[src/rtl/vga_pkg.sv]
// Shared raster timing constants and types for the VGA scan controller.
// Default timing is 640x480@60 with a 25 MHz pixel rate from a 50 MHz clk.
// Optional feature macro used by the top: VGA_FRAMECNT_EN (frame counter output).
package vga_pkg;

  // Default 640x480@60 timing, in pixels and lines
  localparam int unsigned VGA_CLK_DIV  = 2;
  localparam int unsigned VGA_H_ACTIVE = 640;
  localparam int unsigned VGA_H_FP     = 16;
  localparam int unsigned VGA_H_SYNC   = 96;
  localparam int unsigned VGA_H_BP     = 48;
  localparam int unsigned VGA_V_ACTIVE = 480;
  localparam int unsigned VGA_V_FP     = 10;
  localparam int unsigned VGA_V_SYNC   = 2;
  localparam int unsigned VGA_V_BP     = 33;

  // Derived default totals and sync windows (inclusive bounds)
  localparam int unsigned H_TOTAL     = VGA_H_ACTIVE + VGA_H_FP + VGA_H_SYNC + VGA_H_BP;
  localparam int unsigned V_TOTAL     = VGA_V_ACTIVE + VGA_V_FP + VGA_V_SYNC + VGA_V_BP;
  localparam int unsigned HSYNC_START = VGA_H_ACTIVE + VGA_H_FP;
  localparam int unsigned HSYNC_END   = HSYNC_START + VGA_H_SYNC - 1;
  localparam int unsigned VSYNC_START = VGA_V_ACTIVE + VGA_V_FP;
  localparam int unsigned VSYNC_END   = VSYNC_START + VGA_V_SYNC - 1;

  typedef logic [9:0] coord_t;

  typedef struct packed {
    logic [7:0] b;
    logic [7:0] g;
    logic [7:0] r;
  } rgb_t;

  // Inclusive window test used for both sync pulses
  function automatic logic in_window(input coord_t c, input coord_t lo, input coord_t hi);
    return (c >= lo) && (c <= hi);
  endfunction

endpackage

[src/rtl/vga_scan_ctrl_if.sv]
// Coordinate-out / colour-in bus between the scan controller and the compositor.
// The scan controller is the master: it drives x,y and samples r,g,b.
// The compositor is a pure combinational responder; there is no handshake.
interface vga_scan_ctrl_if;
  import vga_pkg::*;

  coord_t     x;
  coord_t     y;
  logic [7:0] r;
  logic [7:0] g;
  logic [7:0] b;

  modport master (output x, y, input r, g, b);
  modport slave  (input x, y, output r, g, b);

endinterface

[src/rtl/vga_pix_div.sv]
// Pixel-rate divider: counts clk cycles within one pixel period.
// pix_tick_o is high in the last clk of each pixel; vga_clk_o is registered.
// vga_clk_o is low for the first half of the pixel so its rising edge lands mid-pixel.
module vga_pix_div #(
  parameter int unsigned CLK_DIV = 2
) (
  input  logic clk,
  input  logic rst_n,
  output logic pix_tick_o,
  output logic vga_clk_o
);

  localparam int unsigned DW = $clog2(CLK_DIV);
  localparam logic [DW-1:0] DIV_LAST = DW'(CLK_DIV - 1);
  localparam logic [DW-1:0] DIV_HALF = DW'(CLK_DIV / 2);

  logic [DW-1:0] div_q, div_d;
  logic          vga_clk_q, vga_clk_d;

  // Next divider count and the pixel-clock level that goes with it
  always_comb begin
    div_d     = (div_q == DIV_LAST) ? '0 : div_q + DW'(1);
    vga_clk_d = (div_d >= DIV_HALF);
  end

  // Divider state; vga_clk_q always reflects the current div_q phase
  always_ff @(posedge clk or negedge rst_n) begin
    if (!rst_n) begin
      div_q     <= '0;
      vga_clk_q <= 1'b0;
    end else begin
      div_q     <= div_d;
      vga_clk_q <= vga_clk_d;
    end
  end

  assign pix_tick_o = (div_q == DIV_LAST);
  assign vga_clk_o  = vga_clk_q;

endmodule

[src/rtl/vga_scan_ctrl.sv]
// Raster timing master: h/v counters drive x,y; compositor colour is registered to the DAC.
// DAC colour, sync and blank_n lag x,y by exactly one pixel and are mutually aligned.
// No backpressure: the compositor must settle r,g,b within one pixel; VGA_FRAMECNT_EN adds frame_cnt.
module vga_scan_ctrl
  import vga_pkg::*;
#(
  parameter int unsigned CLK_DIV   = VGA_CLK_DIV,
  parameter int unsigned H_ACTIVE  = VGA_H_ACTIVE,
  parameter int unsigned H_FP      = VGA_H_FP,
  parameter int unsigned H_SYNC    = VGA_H_SYNC,
  parameter int unsigned H_BP      = VGA_H_BP,
  parameter int unsigned V_ACTIVE  = VGA_V_ACTIVE,
  parameter int unsigned V_FP      = VGA_V_FP,
  parameter int unsigned V_SYNC    = VGA_V_SYNC,
  parameter int unsigned V_BP      = VGA_V_BP,
  parameter logic [23:0] BLANK_RGB = 24'h000000
) (
  input  logic                   clk,
  input  logic                   rst_n,
  vga_scan_ctrl_if.master        sprite,
  output logic [7:0]             vga_r,
  output logic [7:0]             vga_g,
  output logic [7:0]             vga_b,
  output logic                   hsync,
  output logic                   vsync,
  output logic                   blank_n,
  output logic                   sync_n,
  output logic                   vga_clk,
  output logic                   pix_tick,
  output logic                   frame_start
`ifdef VGA_FRAMECNT_EN
  ,
  output logic [15:0]            frame_cnt
`endif
);

  // Line/frame geometry for this instance
  localparam int unsigned H_TOT = H_ACTIVE + H_FP + H_SYNC + H_BP;
  localparam int unsigned V_TOT = V_ACTIVE + V_FP + V_SYNC + V_BP;

  localparam coord_t H_LAST  = coord_t'(H_TOT - 1);
  localparam coord_t V_LAST  = coord_t'(V_TOT - 1);
  localparam coord_t H_VIS   = coord_t'(H_ACTIVE);
  localparam coord_t V_VIS   = coord_t'(V_ACTIVE);
  localparam coord_t HS_LO   = coord_t'(H_ACTIVE + H_FP);
  localparam coord_t HS_HI   = coord_t'(H_ACTIVE + H_FP + H_SYNC - 1);
  localparam coord_t VS_LO   = coord_t'(V_ACTIVE + V_FP);
  localparam coord_t VS_HI   = coord_t'(V_ACTIVE + V_FP + V_SYNC - 1);

  logic   tick;
  logic   act;
  logic   h_wrap;
  logic   v_wrap;
  rgb_t   pix_in;

  coord_t h_q, h_d;
  coord_t v_q, v_d;
  rgb_t   rgb_q, rgb_d;
  logic   blank_n_q, blank_n_d;
  logic   hsync_q, hsync_d;
  logic   vsync_q, vsync_d;

  vga_pix_div #(
    .CLK_DIV (CLK_DIV)
  ) u_pix_div (
    .clk        (clk),
    .rst_n      (rst_n),
    .pix_tick_o (tick),
    .vga_clk_o  (vga_clk)
  );

  // Pixel visibility and wrap conditions, all from the pre-increment counters
  always_comb begin
    act    = (h_q < H_VIS) && (v_q < V_VIS);
    h_wrap = (h_q == H_LAST);
    v_wrap = (v_q == V_LAST);
    pix_in = {sprite.b, sprite.g, sprite.r};
  end

  // Counter advance and output-stage load, both only on a pixel tick
  always_comb begin
    h_d       = h_q;
    v_d       = v_q;
    rgb_d     = rgb_q;
    blank_n_d = blank_n_q;
    hsync_d   = hsync_q;
    vsync_d   = vsync_q;
    if (tick) begin
      if (h_wrap) begin
        h_d = '0;
        v_d = v_wrap ? '0 : v_q + coord_t'(1);
      end else begin
        h_d = h_q + coord_t'(1);
      end
      // r/g/b are only sampled here, and only while the pixel is visible
      rgb_d     = act ? pix_in : rgb_t'(BLANK_RGB);
      blank_n_d = act;
      hsync_d   = ~in_window(h_q, HS_LO, HS_HI);
      vsync_d   = ~in_window(v_q, VS_LO, VS_HI);
    end
  end

  // Raster counters and registered DAC outputs
  always_ff @(posedge clk or negedge rst_n) begin
    if (!rst_n) begin
      h_q       <= '0;
      v_q       <= '0;
      rgb_q     <= '0;
      blank_n_q <= 1'b0;
      hsync_q   <= 1'b1;
      vsync_q   <= 1'b1;
    end else begin
      h_q       <= h_d;
      v_q       <= v_d;
      rgb_q     <= rgb_d;
      blank_n_q <= blank_n_d;
      hsync_q   <= hsync_d;
      vsync_q   <= vsync_d;
    end
  end

`ifdef VGA_FRAMECNT_EN
  logic [15:0] frame_cnt_q, frame_cnt_d;

  // Free-running frame count for animation; wraps naturally at 16 bits
  always_comb begin
    frame_cnt_d = frame_start ? frame_cnt_q + 16'd1 : frame_cnt_q;
  end

  // Frame counter register
  always_ff @(posedge clk or negedge rst_n) begin
    if (!rst_n) begin
      frame_cnt_q <= '0;
    end else begin
      frame_cnt_q <= frame_cnt_d;
    end
  end

  assign frame_cnt = frame_cnt_q;
`endif

  // Renderers see the live counters, stable for the whole pixel period
  assign sprite.x    = h_q;
  assign sprite.y    = v_q;

  assign vga_r       = rgb_q.r;
  assign vga_g       = rgb_q.g;
  assign vga_b       = rgb_q.b;
  assign blank_n     = blank_n_q;
  assign hsync       = hsync_q;
  assign vsync       = vsync_q;
  assign sync_n      = 1'b0;
  assign pix_tick    = tick;
  assign frame_start = tick && h_wrap && v_wrap;

endmodule

[src/flat_wrapper.sv]
// flat-port wrapper written by rule: the top's interface ports become plain ports
module vga_scan_ctrl_flat import vga_pkg::*;
#(
  parameter int unsigned CLK_DIV   = VGA_CLK_DIV,
  parameter int unsigned H_ACTIVE  = VGA_H_ACTIVE,
  parameter int unsigned H_FP      = VGA_H_FP,
  parameter int unsigned H_SYNC    = VGA_H_SYNC,
  parameter int unsigned H_BP      = VGA_H_BP,
  parameter int unsigned V_ACTIVE  = VGA_V_ACTIVE,
  parameter int unsigned V_FP      = VGA_V_FP,
  parameter int unsigned V_SYNC    = VGA_V_SYNC,
  parameter int unsigned V_BP      = VGA_V_BP,
  parameter logic [23:0] BLANK_RGB = 24'h000000
)
  (clk, rst_n, vga_r, vga_g, vga_b, hsync, vsync, blank_n, sync_n, vga_clk, pix_tick, frame_start, sprite_x, sprite_y, sprite_r, sprite_g, sprite_b);
  vga_scan_ctrl_if sprite_i ();
  input  logic clk;
  input  logic rst_n;
  output logic [7:0] vga_r;
  output logic [7:0] vga_g;
  output logic [7:0] vga_b;
  output logic hsync;
  output logic vsync;
  output logic blank_n;
  output logic sync_n;
  output logic vga_clk;
  output logic pix_tick;
  output logic frame_start;
  output wire logic [$bits(sprite_i.x)-1:0] sprite_x;
  output wire logic [$bits(sprite_i.y)-1:0] sprite_y;
  input wire logic [$bits(sprite_i.r)-1:0] sprite_r;
  input wire logic [$bits(sprite_i.g)-1:0] sprite_g;
  input wire logic [$bits(sprite_i.b)-1:0] sprite_b;
  assign sprite_x = sprite_i.x;
  assign sprite_y = sprite_i.y;
  assign sprite_i.r = sprite_r;
  assign sprite_i.g = sprite_g;
  assign sprite_i.b = sprite_b;
  vga_scan_ctrl #(.CLK_DIV(CLK_DIV), .H_ACTIVE(H_ACTIVE), .H_FP(H_FP), .H_SYNC(H_SYNC), .H_BP(H_BP), .V_ACTIVE(V_ACTIVE), .V_FP(V_FP), .V_SYNC(V_SYNC), .V_BP(V_BP), .BLANK_RGB(BLANK_RGB)) u_core (.clk(clk), .rst_n(rst_n), .sprite(sprite_i), .vga_r(vga_r), .vga_g(vga_g), .vga_b(vga_b), .hsync(hsync), .vsync(vsync), .blank_n(blank_n), .sync_n(sync_n), .vga_clk(vga_clk), .pix_tick(pix_tick), .frame_start(frame_start));
endmodule
[config.mk]
export PLATFORM = sky130hd
export DESIGN_NAME = vga_scan_ctrl_flat
export DESIGN_NICKNAME = d
export VERILOG_FILES = /design/src/rtl/vga_pkg.sv /design/src/rtl/vga_scan_ctrl_if.sv /design/src/rtl/vga_pix_div.sv /design/src/rtl/vga_scan_ctrl.sv /design/src/flat_wrapper.sv
export SDC_FILE = /design/constraint.sdc
export NUM_CORES = 1
export LEC_CHECK = 0
export BUFFER_PORTS_ARGS = -buffer_cell sky130_fd_sc_hd__buf_2
export CAP_MARGIN = 10
export CORE_UTILIZATION = 48
export DETAILED_ROUTE_END_ITERATION = 7
export PLACE_DENSITY = 0.89
export SLEW_MARGIN = 15
export SYNTH_ARGS = -nofsm -noshare
export SYNTH_HDL_FRONTEND = slang
export SYNTH_SLANG_ARGS = --single-unit
[constraint.sdc]
create_clock -name clk -period 2.2 [get_ports clk]
set_clock_uncertainty 0.2 [all_clocks]
set_input_delay 0.22 -clock clk [delete_from_list [all_inputs] [get_ports clk]]
set_output_delay 0.22 -clock clk [all_outputs]
set_load 0.01 [all_outputs]
==> run summary <==
Status = completed
DRC Markers = 0
Cell taking the most area after synthesis = dfrtp_1
Multi-input logic area = 797 um2
Crit path capture type = primary output
Max Slew Vio Count = 0
Syn_nets = 205
Min Tclk post-route = 2.10 ns
Async SR Flop Fraction = 100%
Chip Height = 67.5 um
Most numerous cell in the Yosys netlist = dfrtp_1
Dpl hpwl = 3390 um
Gpl congestion = 0.880
Initial DRC Count = 96
Critical path arrival = 1.68 ns
Largest net degree at the start of global routing = 36
Ant. Diodes = 0
Worst path max stage delay = 0.44 ns
IO buf count = 75
# H-tree levels = 2
Root buf cell = clkbuf_8
CP max stage cell = dfrtp_1
Synth top area cells = dfrtp_1 (56%), a22o_1 (10%), xnor2_1 (4.3%)
Final antenna-violating net count = 0
Total gr overflow = 0
Fin. Hold Viols = 0
Initial antenna violation count = 0
Synth Register Bits = 48
Clk_lat worst skew = 0.30 ns
CP Data Required Time = 1.78 ns
LEAKAGE = 1.45 nW
# nets final = 313
Fin crit share = 95.6%
Share of layout cells above drive strength 1 = 35.2%
Setup Viol. Count Final = 0
Gr usage total = 23.4%
CTS tree = done
P_int = 0.00132 W
Hold slack = 0.285 ns
Maximum VDD drop = 389 uV
Fmax = 0.475 GHz
Core box area = 0.00406 mm2
YS warnings = 0
Dpl cell area = 0.00251 mm2
R2r setup slk = 0.1 ns
Post-Syn Instances = 175
Crit-path leading delay family = simple AND/OR/NAND/NOR gates
Critical path fanouts, max = 5
Sequential Power Share = 54.0%
Fillers = 297
Row count = 23
Die Wd = 67.5 um
P per Cell Area = 586 mW/mm2
Vias = 1840
FF/Latch Area = 0.00120 mm2
Reg clk slew, reported paths = 0.09 ns
CTS sink count = 48
I/O Pins = 77
EDFF count, synth = 0
Worst path cell trace = inv_1 > ha_1 > nor4bb_2 > nand4_1 > nor2_1 > buf_2
Slew @ Worst Pin = 0.924 ns
Leading register cell type out of synthesis = dfrtp_1
Pre-CTS setup slack = 0.159 ns
Cell area after synthesis = 0.00206 mm2
Sequential-to-total area share from yosys stat = 58.5%
Post-synth cell types = 35
Psw = 0.000375 W
Synth top area share = 56.0%
Critical path buffers and inverters = 2
Deepest clock path buffer count = 2
Sw frac = 22.1%
Initial cell density of the core = 50.7%
Syn Area/Cell = 11.8 um2
Synth cell count leaders = dfrtp_1 (46), a22o_1 (24), xnor2_1 (10)
Clock Power Share = 38.2%
Die area = 0.00455 mm2
Critical path class = reg -> out
Crit path launch type = register
Max_cap viols = 0
Via density = 5.51
Post-DR wirelength/cell = 15.6 um
Area Overhead vs Synth = 40.9%
Vias in the first global route = 1723
Fin worst setup slack = 0.0960 ns
Logic pwr share = 7.9%
Total Routed Length = 5200 um
Max-slew headroom = 38.3%
First-pass GRT wire length = 7820 um
Hold WC Path Type = reg -> reg
Fin area = 0.00290 mm2
CTS Buf Count = 5
Drt first pass iters = 4
## metrics by stage
step                      setup TNS, ns  instances  power [W]  util, %
final                                 0        334    0.00170     71.4
after detailed placement              0        299    0.00103     61.9
after CTS                             0        332    0.00171     70.9
after global placement                0        299    0.00103     61.9
after global routing            -0.0315        334    0.00176     71.4
after floorplan                       0        175   0.000965        -
## layout make-up
type                       instances  share of cell area [%]
sequential                        48                    41.5
multi-input combinational        113                    27.5
timing repair buffer             110                    24.2
clock buffer                       5                    2.37
tap                               50                    2.16
clock inverter                     3                    1.60
inverter                           5                   0.648
## cell families after synthesis
kind of cell    share of synthesized area, %
flops                                   58.5
simple gates                            16.1
xor+xnor                                5.54
buf+inv                                 3.10
compound gates                          14.1
other cells                            0.182
fa+ha+maj                               2.43
## placed cells by master (no fill, tap or decap), drive strengths merged
| cell type | n |
|---|---|
| and4 | 3 |
| dlygate4sd3 | 25 |
| and4bb | 1 |
| dfstp | 2 |
| nor3 | 5 |
| buf | 85 |
| nand3 | 10 |
| a21oi | 3 |
| nand2b | 1 |
| a22o | 24 |
| clkbuf | 5 |
| or4 | 1 |
| bufinv | 1 |
| o31ai | 1 |
| nor2 | 9 |
| o21ai | 7 |
| xor2 | 3 |
| nand4 | 6 |
| a41oi | 1 |
| o22ai | 1 |
| nand2 | 9 |
| nor4bb | 1 |
| nor4 | 4 |
| and3 | 4 |
| ha | 4 |
| clkinv | 1 |
| inv | 5 |
| conb | 1 |
| nand4bb | 1 |
| dfrtp | 46 |
| and4b | 1 |
| xnor2 | 10 |
| clkinvlp | 1 |
| a21o | 1 |
| and2b | 1 |
## power by group through the flow
stage	combinational, W	clock, W	sequential, W
floorplan	0.0000211	0	0.000944
global placement	0.0000963	0	0.000933
detailed placement	0.0000992	0	0.000934
CTS	0.000133	0.000658	0.000917
global route	0.000147	0.000696	0.000920
finish	0.000133	0.000649	0.000917
## worst paths after layout
kind | endpoint | from | cells after the start
worst max-delay path | frame_start | u_core.sprite.y[0] | 6
worst min-delay path | u_core.blank_n | u_core.blank_n | 1
worst max register to register | u_core.vga_g[3] | u_core.sprite.y[7] | 4
worst min register to register | u_core.blank_n | u_core.blank_n | 1
max in group asynchronous | u_core.vga_b[0] | rst_n | 3
min in group asynchronous | u_core.vga_g[0] | rst_n | 2
## metal layers
layer / routed length [um] / GRT usage (%) / share of wire, % / vias to the layer above
met5: 0 / 0 / 0 / -
met4: 127 / 9.84 / 2.4 / 0
met3: 251 / 5.57 / 4.8 / 18
met2: 2660 / 38.9 / 51 / 78
met1: 2160 / 29.0 / 42 / 892
li1: - / - / - / 852
## registers in the layout, summed over array words and instances (netlist names)
| name | cells |
|---|---|
| u_core.vsync | 1 |
| u_core.hsync | 1 |
| u_core.u_pix_div.pix_tick_o | 1 |
| u_core.vga_g | 8 |
| u_core.sprite.x | 10 |
| u_core.sprite.y | 10 |
| u_core.vga_b | 8 |
| u_core.vga_r | 8 |
| u_core.blank_n | 1 |
## repair_timing
action	CTS	global route
endpoints found under the setup margin	0	2
hold buffers	25	0
buffers inserted	0	2
hold endpoints to repair	55	0
gates resized for setup	0	2
No activity file was read; power rests on OpenSTA's default activity.
